$ cat src/rtl/fp_pkg.sv
// fp_pkg: IEEE-754 single-precision field types, constants and pack/unpack helpers
// shared by the adder sequencer and future multiplier front-ends.
package fp_pkg;
   localparam int EXP_W  = 8;
   localparam int FRAC_W = 23;
   localparam int WORD_W = 1 + EXP_W + FRAC_W;
   localparam logic [WORD_W-1:0] QNAN    = 32'h7FC0_0000;
   localparam logic [EXP_W-1:0]  EXP_MAX = 8'hFF;
   typedef enum logic [2:0] {IDLE, LOAD, START, WAIT, OUT} state_t;
   typedef struct packed {
      logic              s;
      logic [EXP_W-1:0]  exp;
      logic [FRAC_W:0]   mant;
   } fp_fields_t;
   // Denormals and zero unpack with a clear hidden bit.
   function automatic fp_fields_t fp_unpack(input logic [WORD_W-1:0] w);
      fp_fields_t f;
      f.s    = w[WORD_W-1];
      f.exp  = w[WORD_W-2 -: EXP_W];
      f.mant = {|f.exp, w[FRAC_W-1:0]};
      return f;
   endfunction
   // Zero mantissa keeps the sign as signed zero; saturated exponent forces a clean infinity.
   function automatic logic [WORD_W-1:0] fp_pack(input fp_fields_t f);
      return (f.mant == '0) ? {f.s, {(WORD_W-1){1'b0}}} :
             (f.exp == EXP_MAX) ? {f.s, EXP_MAX, {FRAC_W{1'b0}}} :
             {f.s, f.exp, f.mant[FRAC_W-1:0]};
   endfunction
endpackage

$ cat src/rtl/fp_add_sequencer_if.sv
// fp_add_sequencer_if: operand/result valid-ready streams plus the adder start/done bundle.
interface fp_add_sequencer_if;
   import fp_pkg::*;
   logic               in_valid, in_ready, in_op;
   logic [WORD_W-1:0]  in_a, in_b;
   logic               parin_s_A, parin_s_B;
   logic [EXP_W-1:0]   parin_exp_A, parin_exp_B;
   logic [FRAC_W:0]    parin_mant_A, parin_mant_B;
   logic               operator, start, done, s_outR;
   logic [EXP_W-1:0]   exp_outR;
   logic [FRAC_W:0]    mant_outR;
   logic               out_valid, out_ready, out_err;
   logic [WORD_W-1:0]  out_result;
   modport master (
      input  in_valid, in_a, in_b, in_op, done, s_outR, exp_outR, mant_outR, out_ready,
      output in_ready, parin_s_A, parin_s_B, parin_exp_A, parin_exp_B, parin_mant_A, parin_mant_B,
             operator, start, out_valid, out_result, out_err
   );
   modport slave (
      output in_valid, in_a, in_b, in_op, done, s_outR, exp_outR, mant_outR, out_ready,
      input  in_ready, parin_s_A, parin_s_B, parin_exp_A, parin_exp_B, parin_mant_A, parin_mant_B,
             operator, start, out_valid, out_result, out_err
   );
endinterface

$ cat src/rtl/fp_pack_unpack.sv
// fp_pack_unpack: combinational converter between a packed IEEE word and its s/exp/mant fields.
module fp_pack_unpack
   import fp_pkg::*;
(
   input  logic [WORD_W-1:0] i_word,
   input  fp_fields_t        i_fields,
   output fp_fields_t        o_fields,
   output logic [WORD_W-1:0] o_word
);
   assign o_fields = fp_unpack(i_word);
   assign o_word   = fp_pack(i_fields);
endmodule

$ cat src/rtl/fp_add_sequencer.sv
// fp_add_sequencer: unpacks operand pairs for the fp adder, strobes start, waits for done
// (bounded by TIMEOUT) and returns the packed result on an output stream.
module fp_add_sequencer
   import fp_pkg::*;
#(
   parameter int TIMEOUT = 255
)(
   input  logic               clk,
   input  logic               rst,
   fp_add_sequencer_if.master bus
);
   localparam int CNT_W = $clog2(TIMEOUT + 1);
   state_t            r_state, w_next;
   fp_fields_t        r_a, r_b, w_a, w_b, w_unused_r_fields;
   logic [WORD_W-1:0] r_result, w_r_word, w_unused_a_word, w_unused_b_word;
   logic [CNT_W-1:0]  r_cnt, w_cnt_inc;
   logic              r_op, r_err, w_timeout;

   fp_pack_unpack u_a (.i_word(bus.in_a), .i_fields('0), .o_fields(w_a), .o_word(w_unused_a_word));
   fp_pack_unpack u_b (.i_word(bus.in_b), .i_fields('0), .o_fields(w_b), .o_word(w_unused_b_word));
   fp_pack_unpack u_r (
      .i_word('0),
      .i_fields({bus.s_outR, bus.exp_outR, bus.mant_outR}),
      .o_fields(w_unused_r_fields),
      .o_word(w_r_word)
   );

   // Timeout fires on the WAIT cycle whose increment would bring the count to TIMEOUT.
   assign w_cnt_inc = r_cnt + 1'b1;
   assign w_timeout = w_cnt_inc == CNT_W'(TIMEOUT);

   always_ff @(posedge clk or posedge rst) begin
      if (rst) r_state <= IDLE;
      else     r_state <= w_next;
   end

   always_comb begin
      w_next        = r_state;
      bus.in_ready  = 1'b0;
      bus.start     = 1'b0;
      bus.out_valid = 1'b0;
      case (r_state)
         IDLE: begin
            bus.in_ready = 1'b1;
            w_next       = bus.in_valid ? LOAD : IDLE;
         end
         LOAD:  w_next = START;
         START: begin
            bus.start = 1'b1;
            w_next    = WAIT;
         end
         WAIT:  w_next = (bus.done || w_timeout) ? OUT : WAIT;
         OUT: begin
            bus.out_valid = 1'b1;
            w_next        = bus.out_ready ? IDLE : OUT;
         end
         default: w_next = IDLE;
      endcase
   end

   always_ff @(posedge clk or posedge rst) begin
      if (rst) begin
         r_a      <= '0;
         r_b      <= '0;
         r_op     <= 1'b0;
         r_cnt    <= '0;
         r_result <= '0;
         r_err    <= 1'b0;
      end else begin
         if (r_state == IDLE && bus.in_valid) begin
            r_a  <= w_a;
            r_b  <= w_b;
            r_op <= bus.in_op;
         end
         if (r_state == START) r_cnt <= '0;
         if (r_state == WAIT) begin
            r_cnt    <= w_cnt_inc;
            r_result <= bus.done ? w_r_word : w_timeout ? QNAN : r_result;
            r_err    <= bus.done ? 1'b0 : w_timeout ? 1'b1 : r_err;
         end
      end
   end

   assign {bus.parin_s_A, bus.parin_exp_A, bus.parin_mant_A} = r_a;
   assign {bus.parin_s_B, bus.parin_exp_B, bus.parin_mant_B} = r_b;
   assign bus.operator   = r_op;
   assign bus.out_result = r_result;
   assign bus.out_err    = r_err;
endmodule
$ cat src/flat_wrapper.sv
// flat-port wrapper written by rule: the top's interface ports become plain ports
module fp_add_sequencer_flat import fp_pkg::*;
#(
   parameter int TIMEOUT = 255
)
  (clk, rst, bus_in_valid, bus_in_a, bus_in_b, bus_in_op, bus_done, bus_s_outR, bus_exp_outR, bus_mant_outR, bus_out_ready, bus_in_ready, bus_parin_s_A, bus_parin_s_B, bus_parin_exp_A, bus_parin_exp_B, bus_parin_mant_A, bus_parin_mant_B, bus_operator, bus_start, bus_out_valid, bus_out_result, bus_out_err);
  fp_add_sequencer_if bus_i ();
  input  logic clk;
  input  logic rst;
  input wire logic [$bits(bus_i.in_valid)-1:0] bus_in_valid;
  input wire logic [$bits(bus_i.in_a)-1:0] bus_in_a;
  input wire logic [$bits(bus_i.in_b)-1:0] bus_in_b;
  input wire logic [$bits(bus_i.in_op)-1:0] bus_in_op;
  input wire logic [$bits(bus_i.done)-1:0] bus_done;
  input wire logic [$bits(bus_i.s_outR)-1:0] bus_s_outR;
  input wire logic [$bits(bus_i.exp_outR)-1:0] bus_exp_outR;
  input wire logic [$bits(bus_i.mant_outR)-1:0] bus_mant_outR;
  input wire logic [$bits(bus_i.out_ready)-1:0] bus_out_ready;
  output wire logic [$bits(bus_i.in_ready)-1:0] bus_in_ready;
  output wire logic [$bits(bus_i.parin_s_A)-1:0] bus_parin_s_A;
  output wire logic [$bits(bus_i.parin_s_B)-1:0] bus_parin_s_B;
  output wire logic [$bits(bus_i.parin_exp_A)-1:0] bus_parin_exp_A;
  output wire logic [$bits(bus_i.parin_exp_B)-1:0] bus_parin_exp_B;
  output wire logic [$bits(bus_i.parin_mant_A)-1:0] bus_parin_mant_A;
  output wire logic [$bits(bus_i.parin_mant_B)-1:0] bus_parin_mant_B;
  output wire logic [$bits(bus_i.operator)-1:0] bus_operator;
  output wire logic [$bits(bus_i.start)-1:0] bus_start;
  output wire logic [$bits(bus_i.out_valid)-1:0] bus_out_valid;
  output wire logic [$bits(bus_i.out_result)-1:0] bus_out_result;
  output wire logic [$bits(bus_i.out_err)-1:0] bus_out_err;
  assign bus_i.in_valid = bus_in_valid;
  assign bus_i.in_a = bus_in_a;
  assign bus_i.in_b = bus_in_b;
  assign bus_i.in_op = bus_in_op;
  assign bus_i.done = bus_done;
  assign bus_i.s_outR = bus_s_outR;
  assign bus_i.exp_outR = bus_exp_outR;
  assign bus_i.mant_outR = bus_mant_outR;
  assign bus_i.out_ready = bus_out_ready;
  assign bus_in_ready = bus_i.in_ready;
  assign bus_parin_s_A = bus_i.parin_s_A;
  assign bus_parin_s_B = bus_i.parin_s_B;
  assign bus_parin_exp_A = bus_i.parin_exp_A;
  assign bus_parin_exp_B = bus_i.parin_exp_B;
  assign bus_parin_mant_A = bus_i.parin_mant_A;
  assign bus_parin_mant_B = bus_i.parin_mant_B;
  assign bus_operator = bus_i.operator;
  assign bus_start = bus_i.start;
  assign bus_out_valid = bus_i.out_valid;
  assign bus_out_result = bus_i.out_result;
  assign bus_out_err = bus_i.out_err;
  fp_add_sequencer #(.TIMEOUT(TIMEOUT)) u_core (.clk(clk), .rst(rst), .bus(bus_i));
endmodule
$ cat config.mk
export PLATFORM = sky130hd
export DESIGN_NAME = fp_add_sequencer_flat
export DESIGN_NICKNAME = d
export VERILOG_FILES = /design/src/rtl/fp_pkg.sv /design/src/rtl/fp_add_sequencer_if.sv /design/src/rtl/fp_pack_unpack.sv /design/src/rtl/fp_add_sequencer.sv /design/src/flat_wrapper.sv
export SDC_FILE = /design/constraint.sdc
export NUM_CORES = 1
export LEC_CHECK = 0
export ABC_AREA = 0
export CAP_MARGIN = 30
export CORE_ASPECT_RATIO = 1.2
export CORE_MARGIN = 2
export CORE_UTILIZATION = 51
export CTS_CLUSTER_DIAMETER = 150
export DETAILED_ROUTE_END_ITERATION = 8
export PLACE_DENSITY = 0.84
export SLEW_MARGIN = 20
export SYNTH_ARGS = -nofsm -noshare
export SYNTH_HDL_FRONTEND = slang
export SYNTH_HIERARCHICAL = 1
export SYNTH_SLANG_ARGS = --single-unit
$ cat constraint.sdc
create_clock -name clk -period 10.8 [get_ports clk]
set_input_delay 1.62 -clock clk [delete_from_list [all_inputs] [get_ports clk]]
set_output_delay 1.62 -clock clk [all_outputs]
set_load 0.02 [all_outputs]
==> impl_metrics.toml <==
[run_status]
outcome = "complete, no violations"

[critical_path]
reg2reg_slack_ns = 8.62
worst_r2r_path_depth = 5
setup.worst_path.class = "primary input to register"
worst_ep_required_time_ns = 10.99
end_kind = "register"
critical_path.max_fanout = 13
critical_path_arrival_ns = 3.66
start_kind = "primary input"
setup.worst_path.start = "bus_exp_outR[5]"
endpoint = "u_core/bus.out_result[18]$_DFFE_PP0P_"
r2r-end = "u_core/r_state[2]$_DFF_PP0_"
timing.rr.start = "u_core/r_cnt[0]$_DFFE_PP0P_"

[clock_network]
cts_hold_buf = 0
cts-root-buf = "clkbuf_16"
clk_pin_slew_ns = 0.07
cts_max_level = 3
clk_path_buf_depth = 2
numCtsBuffers = 9
ctsResizeCount = 0
clock-sinks = 111
clk_latency_ns = 0.33
cts_tree = "built"
post_cts_buffers = 0

[grt]
grt_use_total_pct = 22.2
grt_max_degree = 68
overflow = 0
grt_pass1_wl_um = 21000
grt_pass1_vias = 4208
antenna_found_initial = 0

[finish]
seqCellArea_mm2 = 0.00278
postLayoutCellArea_mm2 = 0.00750
fill_cells = 787
num_antenna_cells = 0
num-nets-final = 746
multi_input_area_mm2 = 0.00217
syn2layout_area_growth_pct = 33.7
layout-drive-gt1-share_pct = 14.4

[detailed_routing]
first_iter_violations = 184
ant_nets = 0
wirelength_um = 13200
wl_per_cell_um = 17.1
first_pass_iters = 4
dr_total_vias = 4172
drc = 0
vias_per_cell = 5.38

[floorplanning]
die_y_um = 119
coreArea_mm2 = 0.0106
die_w_um = 99.7
initial_core_util_pct = 52.8
rows = 41
ios = 206
dieArea_mm2 = 0.0119

[timing]
finalSetupViolations = 0
fin_crit_sh_pct = 32.1
min_period_ns = 3.47
fin_skew_ns = 0.00728
rsz0062_at_grt = "no"
setup_tns_ns = 0
slew_headroom_pct = 39.2
worst_pin_slew_ns = 0.912
slew_violations = 0
fmax_mhz = 288
finalHoldViolCount = 0
holdWs_ns = 0.497

[synth]
synth_cells = 516
netlist_area_mm2 = 0.00561
synthesis.nets = 621
syn_avg_cell_area_um2 = 10.9
yosysWarnings = 6

[run]
maxCapViolations = 0

[pwr]
power_leakage_nw = 3.13
vdd.ir_drop.worst_mv = 0.120
powerDensity_mw_per_mm2 = 280

[place]
globalplace.congestion = 0.807
hpwlAfterDp_um = 9730
dpl_cell_area_mm2 = 0.00722
portBuffers = 205

[worst_hold_path]
hold_path.class = "register to register"
whs_path_depth = 1
==> flip-flops by register name (all words and copies together), names as in the netlist, 3 cells and up <==
register / cells
u_core/bus.parin_mant_A: 24
u_core/r_cnt: 8
u_core/bus.parin_mant_B: 24
u_core/r_state: 3
u_core/bus.parin_exp_B: 8
u_core/bus.out_result: 32
u_core/bus.parin_exp_A: 8
==> stage by stage <==
step / utilization [%] / power, mW / cells / setup WS [ns]
final: 70.6 / 2.10 / 775 / 7.33
after global routing: 70.6 / 2.23 / 775 / 7.13
after CTS: 70.6 / 2.12 / 775 / 7.32
after detailed placement: 68.0 / 1.81 / 759 / 6.97
after global placement: 67.9 / 1.77 / 758 / 6.92
after floorplan: - / 1.32 / 516 / 6.25
==> metal layers <==
metal	routed length [µm]	part of all wire (%)	global-route usage (%)	up-vias
li1	-	-	-	1961
met1	5550	42	28.8	2031
met2	6510	49	37.3	174
met3	1060	8.0	5.22	6
met4	93	0.70	6.34	0
met5	0	0	0	-
==> final cells by class <==
class / instances / share of cell area, %
repair buffers: 210 / 27.9
inverters: 6 / 0.334
clock buffers: 12 / 3.29
multi-input cells: 303 / 28.9
well taps: 129 / 2.15
flip-flops and latches: 111 / 37.0
clock inverters: 4 / 0.400
==> worst min path at each step <==
stage,from,endpoint
6_report,u_core/bus.parin_mant_B[1]$_DFFE_PP0P_,u_core/bus.parin_mant_B[1]$_DFFE_PP0P_
5_1_grt,u_core/bus.parin_exp_B[5]$_DFFE_PP0P_,u_core/bus.parin_exp_B[5]$_DFFE_PP0P_
4_1_cts,u_core/bus.parin_mant_B[1]$_DFFE_PP0P_,u_core/bus.parin_mant_B[1]$_DFFE_PP0P_
3_5_place_dp,u_core/bus.parin_mant_B[5]$_DFFE_PP0P_,u_core/bus.parin_mant_B[5]$_DFFE_PP0P_
3_3_place_gp,u_core/bus.parin_exp_B[5]$_DFFE_PP0P_,u_core/bus.parin_exp_B[5]$_DFFE_PP0P_
2_1_floorplan,u_core/r_cnt[6]$_DFFE_PP0P_,u_core/r_cnt[6]$_DFFE_PP0P_
==> where the power goes <==
| group | switching (mW) | internal (mW) | leakage [nW] |
|---|---|---|---|
| sequential | 0.130 | 0.608 | 1.31 |
| combinational | 0.516 | 0.539 | 1.69 |
| clock | 0.145 | 0.164 | 0.133 |
==> placed cells by master, fill, tap and decap left out, types with 2 or more instances in the layout <==
master	count
nand2_1	17
nor2_1	13
nor4_1	8
mux2_1	3
inv_1	4
nor2b_1	8
nand2b_1	23
and3_1	24
o211ai_1	2
clkbuf_16	9
o21ai_1	2
o22ai_1	2
ha_1	2
a21boi_1	7
a21oi_1	36
or4_4	2
and2b_1	14
clkbuf_1	2
dfrtp_1	111
nand4_1	2
buf_4	5
mux2_2	64
clkdlybuf4s50_1	205
xnor2_1	3
nand3_1	4
nand3b_1	9
o21ai_0	37
nor3_1	4
==> worst max-delay path: stages <==
cell	delay, ns
clkdlybuf4s50_1	0.48
nand4_1	0.09
nor2_1	0.61
buf_4	0.28
and2b_1	0.18
and3_1	0.15
a21oi_1	0.12
o21ai_0	0.11
Power figures use the tool's default switching activity.
